### config.mk
export PLATFORM = sky130hd
export DESIGN_NAME = etherheader_rx_parser
export DESIGN_NICKNAME = d
export VERILOG_FILES = /design/src/rtl/etherheader_rx_parser.sv
export SDC_FILE = /design/constraint.sdc
export NUM_CORES = 1
export LEC_CHECK = 0
export CORE_MARGIN = 2
export CORE_UTILIZATION = 55
export DETAILED_ROUTE_END_ITERATION = 16
export PLACE_DENSITY = 0.79
export SYNTH_ARGS = -nofsm -noshare
export SYNTH_HDL_FRONTEND = slang
export SYNTH_SLANG_ARGS = --single-unit
### constraint.sdc
create_clock -name iDm9000aClk -period 1.93 [get_ports iDm9000aClk]
set_input_delay 0.579 -clock iDm9000aClk [delete_from_list [all_inputs] [get_ports iDm9000aClk]]
set_output_delay 0.579 -clock iDm9000aClk [all_outputs]
set_load 0.005 [all_outputs]
### src/rtl/etherheader_rx_parser.sv
// etherheader_rx_parser
// Reads the 14-byte Ethernet header of a received frame from port B of the RX
// frame RAM. It splits the header into destination MAC, source MAC and
// EtherType, and flags whether the frame is addressed to this station or is a
// broadcast. The source MAC and EtherType are published for the TX header
// writer to use when it builds the reply.

`ifndef MAC_Addr0
`define MAC_Addr0 8'h01
`define MAC_Addr1 8'h60
`define MAC_Addr2 8'h6E
`define MAC_Addr3 8'h11
`define MAC_Addr4 8'h02
`define MAC_Addr5 8'h0F
`endif

module etherheader_rx_parser #(
  parameter logic [9:0]  ETHER_OFFSET = 10'd0,
  parameter int          RD_LAT       = 2,
  parameter logic [47:0] LOCAL_MAC    = {`MAC_Addr0, `MAC_Addr1, `MAC_Addr2,
                                         `MAC_Addr3, `MAC_Addr4, `MAC_Addr5}
) (
  input  logic        iDm9000aClk,
  input  logic        iRunStart,
  input  logic [10:0] iFrameLen,
  input  logic [7:0]  q_b,
  output logic        rden_b,
  output logic [9:0]  address_b,
  output logic [47:0] oRx_MAC_pc,
  output logic [15:0] oRx_Ether_type,
  output logic        oDestMatch,
  output logic        oBroadcast,
  output logic        oRunErr,
  output logic        oRunEnd
);

  localparam logic [3:0]  LAST_BYTE  = 4'd13;
  localparam logic [10:0] HEADER_LEN = 11'd14;

  typedef enum logic [4:0] {
    ST_IDLE  = 5'b00001,
    ST_READ  = 5'b00010,
    ST_DRAIN = 5'b00100,
    ST_CHECK = 5'b01000,
    ST_END   = 5'b10000
  } state_t;

  state_t            state_q, state_d;
  logic [3:0]        rd_cnt_q, rd_cnt_d;
  logic [3:0]        wr_cnt_q, wr_cnt_d;
  logic [9:0]        addr_q, addr_d;
  logic              rden_q, rden_d;
  logic [RD_LAT-1:0] vld_q, vld_d;
  logic [7:0]        shadow_q [14];
  logic [7:0]        shadow_d [14];
  logic [47:0]       mac_q, mac_d;
  logic [15:0]       type_q, type_d;
  logic              match_q, match_d;
  logic              bcast_q, bcast_d;
  logic              err_q, err_d;
  logic              end_q, end_d;

  logic              cap_en;
  logic              last_cap;
  logic [47:0]       dst_w;
  logic [47:0]       src_w;
  logic [15:0]       type_w;

  // The tail of the valid pipe marks the cycle when q_b holds the byte that was
  // addressed RD_LAT clocks earlier.
  assign cap_en   = vld_q[RD_LAT-1];
  assign last_cap = cap_en && (wr_cnt_q == LAST_BYTE);

  // Big-endian view of the shadow bytes: the first byte on the wire is the MSB.
  assign dst_w  = {shadow_q[0], shadow_q[1], shadow_q[2],
                   shadow_q[3], shadow_q[4], shadow_q[5]};
  assign src_w  = {shadow_q[6], shadow_q[7], shadow_q[8],
                   shadow_q[9], shadow_q[10], shadow_q[11]};
  assign type_w = {shadow_q[12], shadow_q[13]};

  // Read-data capture: delay the READ indication by the RAM latency and store
  // each returned byte into the next shadow slot.
  always_comb begin
    vld_d    = vld_q;
    vld_d[0] = (state_q == ST_READ);
    for (int i = 1; i < RD_LAT; i++) begin
      vld_d[i] = vld_q[i-1];
    end
    shadow_d = shadow_q;
    wr_cnt_d = wr_cnt_q;
    if (cap_en) begin
      shadow_d[wr_cnt_q] = q_b;
      wr_cnt_d           = wr_cnt_q + 4'd1;
    end
  end

  // Control FSM: issue 14 reads, wait for the last byte to arrive, then
  // publish every field in the same edge so consumers never see a mix.
  always_comb begin
    state_d  = state_q;
    rd_cnt_d = rd_cnt_q;
    addr_d   = addr_q;
    rden_d   = rden_q;
    mac_d    = mac_q;
    type_d   = type_q;
    match_d  = match_q;
    bcast_d  = bcast_q;
    err_d    = err_q;
    end_d    = end_q;
    case (state_q)
      ST_IDLE: begin
        if (iFrameLen >= HEADER_LEN) begin
          state_d  = ST_READ;
          addr_d   = ETHER_OFFSET;
          rd_cnt_d = 4'd0;
          rden_d   = 1'b1;
        end else begin
          state_d = ST_END;
          err_d   = 1'b1;
          end_d   = 1'b1;
        end
      end
      ST_READ: begin
        if (rd_cnt_q == LAST_BYTE) begin
          state_d  = ST_DRAIN;
          addr_d   = 10'd0;
          rd_cnt_d = 4'd0;
          rden_d   = 1'b0;
        end else begin
          addr_d   = addr_q + 10'd1;
          rd_cnt_d = rd_cnt_q + 4'd1;
        end
      end
      ST_DRAIN: begin
        if (last_cap) begin
          state_d = ST_CHECK;
        end
      end
      ST_CHECK: begin
        state_d = ST_END;
        mac_d   = src_w;
        type_d  = type_w;
        match_d = (dst_w == LOCAL_MAC);
        bcast_d = (dst_w == 48'hFFFF_FFFF_FFFF);
        end_d   = 1'b1;
      end
      ST_END: begin
        state_d = ST_END;
      end
      default: begin
        state_d = ST_IDLE;
        rden_d  = 1'b0;
        addr_d  = 10'd0;
      end
    endcase
  end

  // State and output registers. A low iRunStart aborts and clears everything at once.
  always_ff @(posedge iDm9000aClk or negedge iRunStart) begin
    if (!iRunStart) begin
      state_q  <= ST_IDLE;
      rd_cnt_q <= 4'd0;
      wr_cnt_q <= 4'd0;
      addr_q   <= 10'd0;
      rden_q   <= 1'b0;
      vld_q    <= '0;
      for (int i = 0; i < 14; i++) begin
        shadow_q[i] <= 8'h00;
      end
      mac_q    <= 48'd0;
      type_q   <= 16'd0;
      match_q  <= 1'b0;
      bcast_q  <= 1'b0;
      err_q    <= 1'b0;
      end_q    <= 1'b0;
    end else begin
      state_q  <= state_d;
      rd_cnt_q <= rd_cnt_d;
      wr_cnt_q <= wr_cnt_d;
      addr_q   <= addr_d;
      rden_q   <= rden_d;
      vld_q    <= vld_d;
      shadow_q <= shadow_d;
      mac_q    <= mac_d;
      type_q   <= type_d;
      match_q  <= match_d;
      bcast_q  <= bcast_d;
      err_q    <= err_d;
      end_q    <= end_d;
    end
  end

  assign rden_b         = rden_q;
  assign address_b      = addr_q;
  assign oRx_MAC_pc     = mac_q;
  assign oRx_Ether_type = type_q;
  assign oDestMatch     = match_q;
  assign oBroadcast     = bcast_q;
  assign oRunErr        = err_q;
  assign oRunEnd        = end_q;

endmodule

==> results.cfg <==
[outcome]
status = finished, final reports clean

[drt]
drc_errors = 0
viasPerCell = 5.71
postRouteAntennaNets = 0
drt_wl_total_um = 18000
via_count = 5182
drtIter0Drc = 251
wl_per_cell_um = 19.8
dr.pass1.iters = 4

[yosys]
ys_async_sr_fraction_pct = 100
synth_edf_count = 0
synth_adder_area_share_pct = 1.06
netlist_area_um2 = 8230
synth.area.mux_share_pct = 24.4
synth_flop_cell = dfrtp_1
yosys_warnings = 0
synth_top_family_by_area = multiplexers
syn_inst = 561
synth-xor-area-share_pct = 0.532
ys_types = 46
synth_simple_gate_area_share_pct = 6.80
synth_nets = 589
seq_area_frac_synth_pct = 62.6
synth_compound_area_share_pct = 2.99
syn_area_per_cell_um2 = 14.7
synth_seq_cells = 206

[layout]
fin_cells = 908
layout-drive-gt1-share_pct = 37.2
register_area_um2 = 5160
syn_to_final_growth_pct = 29.0
fin_nets = 739
fin_area_um2 = 10600
antenna_cells = 0
multi_input_area_um2 = 2950
fin_util_pct = 72.8
nFillCells = 924

[clocking]
path_clk_slew_ns = 0.06
ctsRootBufferMaster = clkbuf_16
insertion_delay_ns = 0.48
clock_sinks = 206
numCtsBuffers = 21
hold_buffers = 0
cts_tree = built
clk_path_buf_depth = 3
htreeDepth = 1

[critical_path]
cpPeakStageDelay_ns = 0.51
critical_path_class = flip-flop to output pin
slowest_stage = clkdlybuf4s50_1
critPathArrivalTime_ns = 1.35
cp_top_family = buffers and inverters
path_max_fanout = 2
worstPathCellList = clkdlybuf4s50_1
startpoint_type = flip-flop
worstSetupEndpointType = output pin
critPathRequiredTime_ns = 1.35
cp.buffers_inverters = 1

[sta]
fmax_mhz = 518
skew_ns = 0.0110
setup_tns_ns = 0
tightest_slew_ns = 0.471
setup_viol = 0
fin_crit_sh_pct = 100
relSlewSlack_pct = 68.5
drv_slew = 0
hold_viol_final = 0
post-route-min-period_ns = 1.93

[placed_design]
placed_area_um2 = 9610
dp_hpwl_um = 11400
port_buffers = 98
place_congestion = 0.802
place_inst = 845

[global_routing]
grt_pass1_wl_um = 28600
grt-ovfl-total = 0
grt.total_usage_pct = 22.3
grt_pass1_vias = 5497
grt_max_degree = 51
antenna_found_initial = 0

[pwr]
p_leak_nw = 5.81
p_total_mw = 13.4
vdd_ir_drop_max_mv = 0.875
powerDensity_nw_per_um2 = 1260

[die]
io_pins = 100
fp.dieW_um = 126
start_util_pct = 56.4
row_count = 44
die_h_um = 126
core_area_um2 = 14600
fp.dieArea_um2 = 16000

[min_path]
hold_class = input port to asynchronous set/reset pin

[run]
max-cap-violations = 0
## metal layers
| metal | part of all wire, % | global-route usage (%) |
|---|---|---|
| met1 | 42 | 29.0 |
| met2 | 52 | 38.3 |
| met3 | 4.5 | 3.46 |
| met4 | 2.3 | 8.02 |
| met5 | 0 | 0 |
## cell usage after synthesis (2+ instances only)
master    instances  area, um2
a221o_1           3       30.0
ha_1              7       87.6
nor2_1           16       60.1
or4_1             2       15.0
and3b_1           2       17.5
mux2_2          177       1990
nand2_1          20       75.1
and4_1            4       35.0
o31ai_1           2       15.0
o211a_1           2       20.0
nor3_2            2       20.0
a21o_1            3       22.5
o21ai_0           7       35.0
nor4_1           10       62.6
buf_2            13       65.1
xor2_1            3       26.3
nor2b_1           2       12.5
or3_1             2       12.5
inv_1             6       22.5
clkbuf_1          9       33.8
a31oi_1           3       18.8
dfrtp_1         205       5130
xnor2_1           2       17.5
nand4_1          16        100
and3_1            5       31.3
nor3_1            4       20.0
nand3_1           7       35.0
nand3b_1          2       15.0
and2_1            4       25.0
a21oi_1           5       25.0
## state kept, by name, indices dropped and copies added, names as in the netlist, 2 cells and up
name and count:
shadow_q 64, dst_w 48, oRx_MAC_pc 48, oRx_Ether_type 16
address_b 10, state_q 5, rd_cnt_q 4, wr_cnt_q 4
vld_q 2
## cells in the final DEF (no fill, tap or decap), types with 3 or more instances in the layout
cell | synthesis | final
clkdlybuf4s50_1 | 0 | 23
nand3_1 | 7 | 7
bufinv_16 | 0 | 4
a221o_1 | 3 | 3
nand2_1 | 20 | 20
buf_4 | 1 | 47
clkbuf_1 | 9 | 5
nor3_1 | 4 | 3
dlygate4sd2_1 | 0 | 31
nand4_1 | 16 | 16
clkbuf_16 | 0 | 21
clkbuf_8 | 0 | 5
nor3_2 | 2 | 3
and4_1 | 4 | 4
ha_1 | 7 | 7
buf_12 | 0 | 6
a21o_1 | 3 | 3
inv_1 | 6 | 6
mux2_2 | 177 | 177
xor2_1 | 3 | 3
a21oi_1 | 5 | 5
and3_1 | 5 | 5
nor4_1 | 10 | 10
dlymetal6s2s_1 | 0 | 43
a31oi_1 | 3 | 3
and2_1 | 4 | 4
nor2_1 | 16 | 16
dfrtp_1 | 205 | 204
o21ai_0 | 7 | 7
## layout make-up
| type | instances | share of cell area, % |
|---|---|---|
| repair buffers | 151 | 14.4 |
| inverters | 6 | 0.212 |
| clock inverters | 6 | 1.25 |
| multi-input cells | 325 | 27.8 |
| flip-flops and latches | 206 | 48.6 |
| well taps | 184 | 2.17 |
| clock buffers | 30 | 5.65 |
## through the flow
step	setup slack (ns)	hold slack (ns)
final	0.000291	0.0546
after detailed placement	-0.183	0.347
after global routing	-0.0399	0.0692
after global placement	-0.132	0.335
after floorplan	0.306	0.283
after CTS	0.000553	0.0529
## what timing repair did
| action | 4_1_cts | 5_1_grt |
|---|---|---|
| setup buffers | 19 | 8 |
| setup endpoints to repair | 38 | 50 |
| resized for setup | 32 | 44 |
## path summary, 6_finish.rpt
check                                                  end  slack [ns]                  startpoint  cells after the start
worst min register to register          vld_q[1]$_DFF_PN0_        0.36          vld_q[0]$_DFF_PN0_                      0
min in group iDm9000aClk                vld_q[1]$_DFF_PN0_        0.36          vld_q[0]$_DFF_PN0_                      0
worst min-delay path            oRx_MAC_pc[14]$_DFFE_PN0N_        0.05                   iRunStart                      1
worst max register to register    shadow_q[12]$_DFFE_PN0P_        0.13     wr_cnt_q[0]$_DFFE_PN0P_                      4
worst max-delay path                        oRx_MAC_pc[26]      0.0003  oRx_MAC_pc[26]$_DFFE_PN0N_                      1
max in group asynchronous           state_q[0]$_DFFE_PN1P_        1.27                   iRunStart                      2
## cells by family after synthesis
group	Yosys count
fa+ha+maj	7
flops	206
simple gates	101
xor+xnor	5
mux	178
compound gates	34
buf+inv	30
## report_power, final
group	internal, mW	leakage (nW)	total, mW	switching [mW]
sequential	5.66	2.60	6.54	0.880
combinational	1.48	2.85	2.57	1.09
clock	2.69	0.354	4.27	1.58
total	9.82	5.81	13.4	3.55
Power figures use the tool's default switching activity.
